===== src/rtl/alu_arbiter.sv =====
// Two-port round-robin front end for a single shared combinational ALU.
// One operation in flight at a time: grant (IDLE) -> execute (EXEC) -> hold result (RESP).
module alu_arbiter #(
  parameter bit RR_INIT = 1'b0
) (
  input  logic        clk,
  input  logic        reset,
  input  logic        req0_valid,
  input  logic [31:0] req0_A,
  input  logic [31:0] req0_B,
  input  logic [2:0]  req0_ctrl,
  output logic        req0_ready,
  input  logic        req1_valid,
  input  logic [31:0] req1_A,
  input  logic [31:0] req1_B,
  input  logic [2:0]  req1_ctrl,
  output logic        req1_ready,
  output logic        resp0_valid,
  input  logic        resp0_ready,
  output logic        resp1_valid,
  input  logic        resp1_ready,
  output logic [31:0] resp_result,
  output logic        resp_zero,
  output logic [31:0] alu_A,
  output logic [31:0] alu_B,
  output logic [2:0]  alu_ctrl,
  input  logic [31:0] alu_result,
  input  logic        alu_zero
);

  typedef enum logic [1:0] {IDLE = 2'd0, EXEC = 2'd1, RESP = 2'd2} state_t;

  state_t      state_q, state_d;
  logic        prio_q, prio_d;
  logic        gnt_q, gnt_d;
  logic [31:0] a_q, a_d, b_q, b_d;
  logic [2:0]  ctrl_q, ctrl_d;
  logic [31:0] res_q, res_d;
  logic        zero_q, zero_d;
  logic        rdy0, rdy1, vld0, vld1;

  always_comb begin
    state_d = state_q;
    prio_d  = prio_q;
    gnt_d   = gnt_q;
    a_d     = a_q;
    b_d     = b_q;
    ctrl_d  = ctrl_q;
    res_d   = res_q;
    zero_d  = zero_q;
    rdy0    = 1'b0;
    rdy1    = 1'b0;
    vld0    = 1'b0;
    vld1    = 1'b0;
    case (state_q)
      IDLE: begin
        if (req0_valid || req1_valid) begin
          // On a tie the priority port wins; otherwise the lone requester.
          gnt_d   = (req0_valid && req1_valid) ? prio_q : req1_valid;
          prio_d  = ~gnt_d;
          a_d     = gnt_d ? req1_A    : req0_A;
          b_d     = gnt_d ? req1_B    : req0_B;
          ctrl_d  = gnt_d ? req1_ctrl : req0_ctrl;
          rdy0    = ~gnt_d;
          rdy1    = gnt_d;
          state_d = EXEC;
        end
      end
      EXEC: begin
        res_d   = alu_result;
        zero_d  = alu_zero;
        state_d = RESP;
      end
      RESP: begin
        vld0 = ~gnt_q;
        vld1 = gnt_q;
        if (gnt_q ? resp1_ready : resp0_ready) state_d = IDLE;
      end
      default: state_d = IDLE;
    endcase
  end

  always_ff @(posedge clk) begin
    if (!reset) begin
      state_q <= IDLE;
      prio_q  <= RR_INIT;
      gnt_q   <= 1'b0;
      a_q     <= '0;
      b_q     <= '0;
      ctrl_q  <= '0;
      res_q   <= '0;
      zero_q  <= 1'b0;
    end else begin
      state_q <= state_d;
      prio_q  <= prio_d;
      gnt_q   <= gnt_d;
      a_q     <= a_d;
      b_q     <= b_d;
      ctrl_q  <= ctrl_d;
      res_q   <= res_d;
      zero_q  <= zero_d;
    end
  end

  // Handshake and ALU outputs are forced quiet while reset is held low.
  assign req0_ready  = reset & rdy0;
  assign req1_ready  = reset & rdy1;
  assign resp0_valid = reset & vld0;
  assign resp1_valid = reset & vld1;
  assign alu_A       = reset ? a_q    : '0;
  assign alu_B       = reset ? b_q    : '0;
  assign alu_ctrl    = reset ? ctrl_q : '0;
  assign resp_result = res_q;
  assign resp_zero   = zero_q;

endmodule


===== config.mk =====
export PLATFORM = sky130hd
export DESIGN_NAME = alu_arbiter
export DESIGN_NICKNAME = d
export VERILOG_FILES = /design/src/rtl/alu_arbiter.sv
export SDC_FILE = /design/constraint.sdc
export NUM_CORES = 1
export LEC_CHECK = 0
export CAP_MARGIN = 20
export CORE_MARGIN = 1
export CORE_UTILIZATION = 39
export CTS_CLUSTER_SIZE = 10
export DETAILED_ROUTE_END_ITERATION = 16
export PLACE_DENSITY = 0.85
export SYNTH_ARGS = -nofsm -noshare
export SYNTH_HDL_FRONTEND = slang
export SYNTH_SLANG_ARGS = --single-unit

===== constraint.sdc =====
create_clock -name clk -period 1.51 [get_ports clk]
set_input_delay 0.302 -clock clk [delete_from_list [all_inputs] [get_ports clk]]
set_output_delay 0.302 -clock clk [all_outputs]
set_load 0.05 [all_outputs]

Word level (Yosys, flattened, before mapping)
Cells that the tools add are included.
{"block": "classes", "muxes": 17, "reduce_logical": 5, "eq_ne": 4, "bitwise_logic": 6}
{"operator": "$mux W32", "n": 4}
{"operator": "$mux W1", "n": 8}
{"operator": "$mux W3", "n": 2}
{"operator": "$pmux W2 S3", "n": 1}
{"operator": "$and A1 B1 Y1", "n": 4}
{"operator": "$mux W2", "n": 2}
{"operator": "$ne A2 B2 Y1 const B", "n": 2}
{"operator": "$reduce_and A2 Y1", "n": 2}
{"operator": "$eq A2 B1 Y1 const B", "n": 1}
{"operator": "$eq A2 B2 Y1 const B", "n": 1}
{"operator": "$logic_not A2 Y1", "n": 1}
{"operator": "$not A1 Y1", "n": 2}
{"operator": "$logic_and A1 B1 Y1", "n": 1}
{"operator": "$logic_or A1 B1 Y1", "n": 1}
{"block": "word_totals", "ff_bits": 104, "input_bits": 173, "wordCells": 40}

Logic depth before layout (Yosys ltp)
{"block": "logic_depth", "depth_word": 6, "mapped_depth": 6, "mapped_depth_nobuf": 3}

Worst setup path before layout
No wires, ideal clock.
{"block": "synth_timing", "path_kind": "in2out", "startpoint": "in reset", "endpoint": "out resp0_valid", "t_arrival_ns": 1.846, "cell_stages": 4, "path_slack_ns": -0.638, "n_path_buf": 2, "required_time_ns": 1.208, "path_cell_list": "buf_2 -> buf_2 -> inv_2 -> nor3b_1"}
{"block": "synth_via", "elab_chain_len": 1}
{"item": "from (decl)", "line": "7", "text": "input logic reset,"}
{"item": "$and A1 B1 Y1", "line": "108", "text": "assign resp0_valid = reset & vld0;"}
{"item": "to (decl)", "line": "18", "text": "output logic resp0_valid,"}
Every way passes these cells.

Worst setup path in the final report
{"block": "layout_timing", "startpoint": "reg state_q[1]", "endpoint": "out resp0_valid"}
{"block": "layout_via", "elab_chain_len": 3}
{"item": "from (decl)", "line": "33", "text": "state_t state_q, state_d;"}
{"item": "from (signal assigned)", "line": "94", "text": "state_q <= state_d;"}
{"item": "$eq A2 B2 Y1", "line": "55", "text": "case (state_q)"}
{"item": "$mux W1", "line": "55"}
{"item": "$and A1 B1 Y1", "line": "108"}
Every way passes these cells.

==> flow_summary_export.csv <==
group,metric,value,unit
run_status,status,"complete, but fails checks",
run_status,violations,"setup timing",
routing,viasPerCell,5.548,
cts,clock_sinks,104,
global_route,grt_start_max_net_pins,65,
setup_path,cp.required,1210,ps
yosys,syn_area,4913,um2
yosys,syn_inst,566,
cts,cts_buffers,9,
setup_path,arrival,1330,ps
cts,hold_buffers,0,
sta,slew_violations,0,
global_route,track_usage,0.2770,
yosys,synth_cell_types,30,
yosys,yosysWarningCount,0,
yosys,synth_top_area_cell,"dfxtp_1",
floorplan,start_util,0.4040,
sta,grt_setup_unrepaired,"true",
setup_path,cp-end-kind,"primary output",
global_route,grt_pass1_vias,5453,
sta,fin_crit_sh,1.084,
job,cap_violations,0,
global_route,antenna_found_initial,0,
floorplan,die_x,114.2,um
floorplan,ioPinCount,277,
sta,final.setup_skew,9.429,ps
power_and_ir_drop,p_per_area,903.0,nW/um2
yosys,synth.area.top_cells,"dfxtp_1 42%, and2_1 8.5%, a21boi_0 7.5%",
power_and_ir_drop,vdd_drop_max,0.0005859,V
routing,finalWirelength,18.81,mm
routing,ant_nets,0,
routing,drc,0,
global_route,grt_remaining_overflow,0,
sta,hold_viol,0,
cts,cts.reportedPaths.clkPinSlew,70,ps
layout,layout-drive-gt1-share,0.2473,
sta,holdWs,452.5,ps
placed_design,io_buffers,276,
routing,drtIter0Drc,415,
placed_design,hpwl,13.62,mm
setup_path,crit_fanout,3,
yosys,synth_edf_count,0,
yosys,synth-seq-cells,104,
setup_path,reg2reg_slack,10,ps
yosys,yosysTopAreaCellShare,0.4237,
sta,min_period,1636,ps
floorplan,fp.coreArea,12160,um2
global_route,grt_pass1_wl,28.13,mm
cts,cts_root_buf,"clkbuf_16",
routing,wl_per_cell,18.87,um
placed_design,place_ws,-605.0,ps
sta,tightest_slew,816.4,ps
floorplan,placementRows,40,
cts,clk_latency,340,ps
yosys,seq_area_frac_synth,0.4237,
floorplan,die_area,13050,um2
sta,fmax,0.6111,GHz
routing,dr.pass1.iters,6,
sta,slew-limit-headroom,0.4551,
layout,fill_cells,781,
yosys,synth_most_common_cell,"dfxtp_1",
setup_path,start_kind,"flip-flop",
yosys,synth-async-reset-ratio,0,
yosys,synth_ff_type,"dfxtp_1",
layout,area_growth,91.19,%
power_and_ir_drop,leakage,3.746,nW
layout,diodes,0,
yosys,synth_nets,739,
cts,cts_tree,"yes",
yosys,syn_area_per_cell,8.681,um2
placed_design,globalplace.congestion,0.8249,
routing,dr_total_vias,5531,
floorplan,dieHeight,114.2,um
cts,cts_buffer_depth,2,
sta,setup_viol,4,
cts,cts.htree.levels,3,
worst_hold_path,min_path_type,"in2reg",
layout,final_nets,998,
setup_path,crit_type,"reg2out",
yosys,synth.top_cells.by_count,"104 x dfxtp_1, 68 x nand2_1, 67 x and2_1",
sta,worst_slack,-126.3,ps
## critical path, cell delays in order, from the launching register on
cell,delay (ps)
dfxtp_4,370
buf_6,100
nor2b_4,140
nor3b_4,230
buf_12,170
## cell usage in the layout (no fill, tap or decap), types with 2 or more instances in the layout
cell             count
clkdlybuf4s50_1    169
buf_12             113
dfxtp_1            101
nand2_1             68
a21boi_0            49
and2_1              36
a21oi_1             35
and2_2              30
a221o_1             30
buf_4               24
and3_1              19
a21o_1              19
o311a_1             19
nand3_1             18
nand4_1             18
a31oi_1             18
o21ai_1             16
clkbuf_16           10
o21ai_0              3
clkinvlp_4           3
nor2_1               2
buf_2                2
buf_6                2
dfxtp_2              2
## stage by stage
| stage | area, um2 | TNS, ps | std cells | power, W | util |
|---|---|---|---|---|---|
| CTS | 9328 | -444.4 | 989 | 0.008458 | 0.7670 |
| finish | 9394 | -404.9 | 997 | 0.008483 | 0.7724 |
| global route | 9394 | -729.0 | 997 | 0.008807 | 0.7724 |
| floorplan | 4966 | 0 | 566 | 0.004633 | - |
| global placement | 8932 | -22860 | 967 | 0.006111 | 0.7345 |
| detailed placement | 8932 | -25900 | 967 | 0.006195 | 0.7345 |
## timing repair
item,CTS,global route
setup endpoints to repair,24,8
gates cloned,1,1
buffers inserted,6,8
gates resized for setup,16,19
pin swaps,1,6
## layer usage
metal  track usage  wire length (um)  vias up
met5             0                 0        -
met4        0.1325               821        0
met3       0.08047              1634       60
met2        0.5083              9605      316
met1        0.2891              6749     2599
li1              -                 -     2556
## worst paths after layout
check	start	end	cells past startpoint
worst max-delay path	state_q[1]	resp0_valid	4
worst min-delay path	req1_valid	b_q[15]	4
worst max register to register	state_q[1]	b_q[10]	6
worst min register to register	b_q[8]	b_q[8]	2
## flip-flops by register name, summed over array words and instances, names as in the netlist
register     cells
resp_result     32
gnt_q            1
ctrl_q           3
b_q             32
state_q          2
prio_q           1
a_q             32
resp_zero        1
## logic make-up after synthesis
| group | after synthesis | share of synthesized area |
|---|---|---|
| AO/OA/AOI/OAI | 191 | 0.2850 |
| buffers and inverters | 66 | 0.06952 |
| flip-flops | 104 | 0.4237 |
| multiplexers | 1 | 0.002037 |
| AND/OR/NAND/NOR | 204 | 0.2198 |
## power breakdown
group          leakage (nW)  internal (W)  switching (W)
combinational          2.76       0.00160        0.00151
clock                 0.129       0.00117        0.00105
sequential            0.857       0.00301       0.000146
total                  3.75       0.00578        0.00271
## cell type report
cell class	count	area (um2)	area share
Clock buffer	10	239.0	0.02544
Clock inverter	5	42.54	0.004529
Inverter	1	3.754	0.0003996
Multi-Input combinational cell	396	2581	0.2748
Sequential cell	104	2088	0.2223
Tap cell	168	210.2	0.02238
Timing Repair Buffer	313	4229	0.4502
(Power assumes the default switching activity.)
